`src/rtl/gate_model_bist.sv`:
```
// BIST controller: LFSR patterns out, MISR compaction of model responses,
// golden-signature compare reported through a start/busy/done handshake.
module gate_model_bist #(
  parameter int          IN_W      = 17,
  parameter int          OUT_W     = 9,
  parameter int          CNT_W     = 16,
  parameter logic [31:0] LFSR_POLY = 32'h0001_0003,
  parameter logic [31:0] LFSR_SEED = 32'h0000_0001,
  parameter logic [31:0] MISR_POLY = 32'h0000_0011
) (
  input  logic             clk,
  input  logic             rst_n,
  input  logic             start,
  input  logic [CNT_W-1:0] num_patterns,
  input  logic [OUT_W-1:0] expected_sig,
  output logic [IN_W-1:0]  pat_out,
  input  logic [OUT_W-1:0] resp_in,
  output logic             busy,
  output logic             done,
  output logic             pass,
  output logic [OUT_W-1:0] signature
);

  typedef enum logic [1:0] {
    S_IDLE,
    S_RUN,
    S_FIN
  } state_t;

  localparam logic [IN_W-1:0] SEED_RAW = LFSR_SEED[IN_W-1:0];
  localparam logic [IN_W-1:0] SEED =
    (SEED_RAW == '0) ? IN_W'(1) : SEED_RAW;
  localparam logic [IN_W-1:0]  LPOLY = LFSR_POLY[IN_W-1:0];
  localparam logic [OUT_W-1:0] MPOLY = MISR_POLY[OUT_W-1:0];

  state_t             state_q, state_d;
  logic [IN_W-1:0]    pat_q, pat_d;
  logic [OUT_W-1:0]   misr_q, misr_d;
  logic [CNT_W-1:0]   cnt_q, cnt_d;
  logic [CNT_W-1:0]   num_q, num_d;
  logic [OUT_W-1:0]   exp_q, exp_d;
  logic [OUT_W-1:0]   sig_q, sig_d;
  logic               pass_q, pass_d;
  logic [IN_W-1:0]    lfsr_nxt;
  logic [OUT_W-1:0]   misr_nxt;

  always_comb begin
    lfsr_nxt = {pat_q[IN_W-2:0], 1'b0}
             ^ (pat_q[IN_W-1] ? LPOLY : '0);
    misr_nxt = {misr_q[OUT_W-2:0], 1'b0}
             ^ (misr_q[OUT_W-1] ? MPOLY : '0)
             ^ resp_in;
  end

  always_comb begin
    state_d = state_q;
    pat_d   = pat_q;
    misr_d  = misr_q;
    cnt_d   = cnt_q;
    num_d   = num_q;
    exp_d   = exp_q;
    sig_d   = sig_q;
    pass_d  = pass_q;
    unique case (state_q)
      S_IDLE: begin
        if (start) begin
          num_d  = num_patterns;
          exp_d  = expected_sig;
          pat_d  = SEED;
          misr_d = '0;
          cnt_d  = '0;
          sig_d  = '0;
          pass_d = 1'b0;
          if (num_patterns == '0) begin
            // empty run: result is an all-zero MISR
            state_d = S_FIN;
            pass_d  = (expected_sig == '0);
          end else begin
            state_d = S_RUN;
          end
        end
      end
      S_RUN: begin
        pat_d  = lfsr_nxt;
        misr_d = misr_nxt;
        cnt_d  = cnt_q + CNT_W'(1);
        if (cnt_q == num_q - CNT_W'(1)) begin
          // result registered here so it is valid with done
          state_d = S_FIN;
          sig_d   = misr_nxt;
          pass_d  = (misr_nxt == exp_q);
        end
      end
      S_FIN: begin
        state_d = S_IDLE;
      end
      default: begin
        state_d = S_IDLE;
      end
    endcase
  end

  always_ff @(posedge clk or negedge rst_n) begin
    if (!rst_n) begin
      state_q <= S_IDLE;
      pat_q   <= '0;
      misr_q  <= '0;
      cnt_q   <= '0;
      num_q   <= '0;
      exp_q   <= '0;
      sig_q   <= '0;
      pass_q  <= 1'b0;
    end else begin
      state_q <= state_d;
      pat_q   <= pat_d;
      misr_q  <= misr_d;
      cnt_q   <= cnt_d;
      num_q   <= num_d;
      exp_q   <= exp_d;
      sig_q   <= sig_d;
      pass_q  <= pass_d;
    end
  end

  assign pat_out   = pat_q;
  assign busy      = (state_q == S_RUN);
  assign done      = (state_q == S_FIN);
  assign pass      = pass_q;
  assign signature = sig_q;

endmodule

```
`config.mk`:
```
export PLATFORM = sky130hd
export DESIGN_NAME = gate_model_bist
export DESIGN_NICKNAME = d
export VERILOG_FILES = /design/src/rtl/gate_model_bist.sv
export SDC_FILE = /design/constraint.sdc
export NUM_CORES = 1
export LEC_CHECK = 0
export CORE_MARGIN = 2
export CORE_UTILIZATION = 32
export DETAILED_ROUTE_END_ITERATION = 12
export DONT_BUFFER_PORTS = 1
export GPL_ROUTABILITY_DRIVEN = 0
export PLACE_DENSITY = 0.44
export SLEW_MARGIN = 30
export SYNTH_ARGS = -nofsm -noshare
export SYNTH_HDL_FRONTEND = slang
export SYNTH_SLANG_ARGS = --single-unit
export TNS_END_PERCENT = 5
```
`constraint.sdc`:
```
create_clock -name clk -period 4.1 [get_ports clk]
set_clock_uncertainty 0.15 [all_clocks]
set_input_delay 0.82 -clock clk [delete_from_list [all_inputs] [get_ports clk]]
set_output_delay 0.82 -clock clk [all_outputs]
set_load 0.005 [all_outputs]
```
==> flow_summary.json <==
{
  "drc_errors": 0,
  "cp-end-kind": "flip-flop",
  "syn_inst": 402,
  "routed_via_density": 4.96,
  "synth_edf_count": 0,
  "antenna_found_initial": 0,
  "rsz0062_at_grt": "false",
  "path_max_fanout": 11,
  "grt.busiest_layer": "met2",
  "synth_nets": 441,
  "dr.first_iter.drc_count": 117,
  "post_cts_buffers": 0,
  "hold_viol": 0,
  "netlist_area_mm2": 0.00397,
  "async_flop_share_pct": 100,
  "critPathLaunchType": "flip-flop",
  "period_share_pct": 78.4,
  "n_antenna_cell": 0,
  "fp.dieH_um": 115,
  "syn_avg_cell_area_um2": 9.87,
  "grt-ovfl-total": 0,
  "via_count": 2825,
  "ctsHoldBuffers": 0,
  "dp_cells": 555,
  "synth-seq-cells": 79,
  "synth_cell_types": 50,
  "fmax_mhz": 311,
  "syn2layout_area_growth_pct": 11.0,
  "hold_class": "primary input to asynchronous set/reset pin",
  "slew_headroom_pct": 57.4,
  "p_total_mw": 3.36,
  "n_fill_cell": 1208,
  "setup-tns-final_ns": 0,
  "io_buffer_count": 0,
  "ys.flop_type": "dfrtp_1",
  "cp.arrival_ns": 3.29,
  "die_area_mm2": 0.0133,
  "worstMarginPinSlew_ns": 0.639,
  "wire_per_inst_um": 17.0,
  "critPathKind": "flip-flop to flip-flop",
  "grt_use_met1_pct": 21.1,
  "grt_pass1_wl_um": 16100,
  "cts_buffers": 9,
  "path_clk_slew_ns": 0.06,
  "layout-drive-gt1-share_pct": 8.21,
  "fin_crit_ns": 3.21,
  "final_cells": 570,
  "powerDensity_mw_per_mm2": 763,
  "final_nets": 437,
  "grt_use_met3_pct": 4.43,
  "clock_sinks": 79,
  "hpwlAfterDp_um": 6630,
  "yosysSeqAreaShare_pct": 49.8,
  "peakVddDrop_mv": 0.317,
  "drtPass1Iterations": 4,
  "slew_viol_final": 0,
  "timing.final.setup_violations": 0,
  "h-tree-depth": 3,
  "io_pins": 66,
  "cts_max_path_buffers": 2,
  "routed_wl_um": 9660,
  "ys_warn_count": 0,
  "die_x_um": 115,
  "detail-route-antenna-nets": 0,
  "use_met2_pct": 24.6,
  "start_util_pct": 32.9,
  "cts_resized": 0,
  "root_buffer": "clkbuf_16",
  "required_ns": 4.17,
  "tritoncts": "built",
  "power_leakage_nw": 2.01,
  "fp-row-count": 40,
  "grt_use_total_pct": 15.9,
  "cap_violations": 0,
  "coreArea_mm2": 0.0121,
  "clock_latency_ns": 0.34,
  "grt_pass1_vias": 3059,
  "outcome": "completed",
  "grt_max_degree": 80
}
cells by family after synthesis:
| family | count (synthesis) | synth area share (%) |
|---|---|---|
| mux | 16 | 5.11 |
| fa+ha+maj | 2 | 0.631 |
| flops | 79 | 49.8 |
| buf+inv | 27 | 3.03 |
| xor+xnor | 40 | 8.83 |
| simple gates | 173 | 20.8 |
| compound gates | 65 | 11.8 |
cell usage after synthesis, types with 2 or more instances:
library cell  number  share of area, %
buf_6              2              0.57
nand3_1           12               1.5
inv_1              8              0.76
o211ai_1           6               1.1
clkbuf_1          13               1.2
or3_1              2              0.32
mux2i_1            6               1.5
a21oi_1            4              0.50
nand4_1            5              0.79
nor2_1            12               1.1
a31oi_1            2              0.32
nor4_1             9               1.4
xnor2_1           19               4.2
dfrtp_1           79                50
or3b_2             2              0.44
nor3b_1            2              0.38
or4_1              2              0.38
nor2b_1            9               1.4
and3_1             4              0.63
nor3_1             9               1.1
a22o_1            15               3.3
ha_1               2              0.63
nand3b_1           2              0.38
o31ai_1            4              0.76
nand2_1           95               9.0
mux2_4             8               3.0
a21o_1             8               1.5
o21ai_0           16               2.0
buf_1              3              0.28
xor2_1            21               4.6
nand2b_1           2              0.32
layout make-up:
cell class                      count  area [um2]  area share, %
Timing Repair Buffer                4        30.0          0.682
Sequential cell                    79        1980           44.9
Clock buffer                       11         233           5.29
Inverter                            8        30.0          0.682
Clock inverter                      4        47.5           1.08
Multi-Input combinational cell    296        1880           42.6
Tap cell                          168         210           4.77
state kept, by name, summed over array words and instances (netlist names):
| name | flops |
|---|---|
| misr_q | 9 |
| pass | 1 |
| signature | 9 |
| pat_out | 17 |
| state_q | 2 |
| cnt_q | 16 |
| exp_q | 9 |
| num_q | 16 |
cells in the final DEF, fill, tap and decap left out, drive strengths merged, types with 2 or more instances in the layout:
| master | instances |
|---|---|
| or4 | 2 |
| and3 | 4 |
| o211ai | 6 |
| a21o | 8 |
| nand4 | 5 |
| or3b | 2 |
| or3 | 2 |
| a22o | 15 |
| nand2b | 2 |
| mux2 | 10 |
| nor2b | 9 |
| xor2 | 21 |
| a21oi | 4 |
| nor2 | 12 |
| nor4 | 10 |
| nand2 | 95 |
| inv | 8 |
| ha | 2 |
| o21ai | 17 |
| xnor2 | 19 |
| clkbuf | 11 |
| buf | 4 |
| nor3b | 2 |
| clkinv | 2 |
| dfrtp | 79 |
| nand3 | 13 |
| nand3b | 2 |
| nor3 | 9 |
| o31ai | 4 |
| mux2i | 6 |
| a31oi | 2 |
metrics by stage:
step	area, um2	worst slack, ns	utilization [%]	hold WS (ns)
global route	4400	0.698	36.5	0.00544
finish	4400	0.885	36.5	0.0255
floorplan	3970	1.14	-	0.316
CTS	4400	0.872	36.5	0.00896
global placement	4120	0.921	34.2	0.328
detailed placement	4120	0.889	34.2	0.336
critical path, stage by stage, from the launching register on:
cell and delay (ns):
dfrtp_1 0.49, nor4_4 0.48, nand3_2 0.15, or4_1 0.52
and3_1 0.20, or3_1 0.38, o21ai_2 0.14, buf_4 0.25
mux2_1 0.34
final timing paths:
kind / start / to / slack, ns / cells past startpoint
worst max register to register: num_q[3] / pass / 0.89 / 8
min in group clk: exp_q[0] / exp_q[0] / 0.35 / 2
worst min register to register: exp_q[0] / exp_q[0] / 0.35 / 2
worst min-delay path: rst_n / num_q[14] / 0.03 / 0
worst max-delay path: num_q[3] / pass / 0.89 / 8
max in group asynchronous: rst_n / pat_out[8] / 3.66 / 0
routing by layer:
metal | wire [um] | share of wire [%]
met5 | 0 | 0
met4 | 159 | 1.6
met3 | 514 | 5.3
met2 | 4510 | 47
met1 | 4480 | 46
power breakdown:
group / internal, mW / switching [mW]
clock: 0.467 / 0.315
combinational: 0.540 / 0.639
sequential: 1.07 / 0.330
Power figures use the tool's default switching activity.
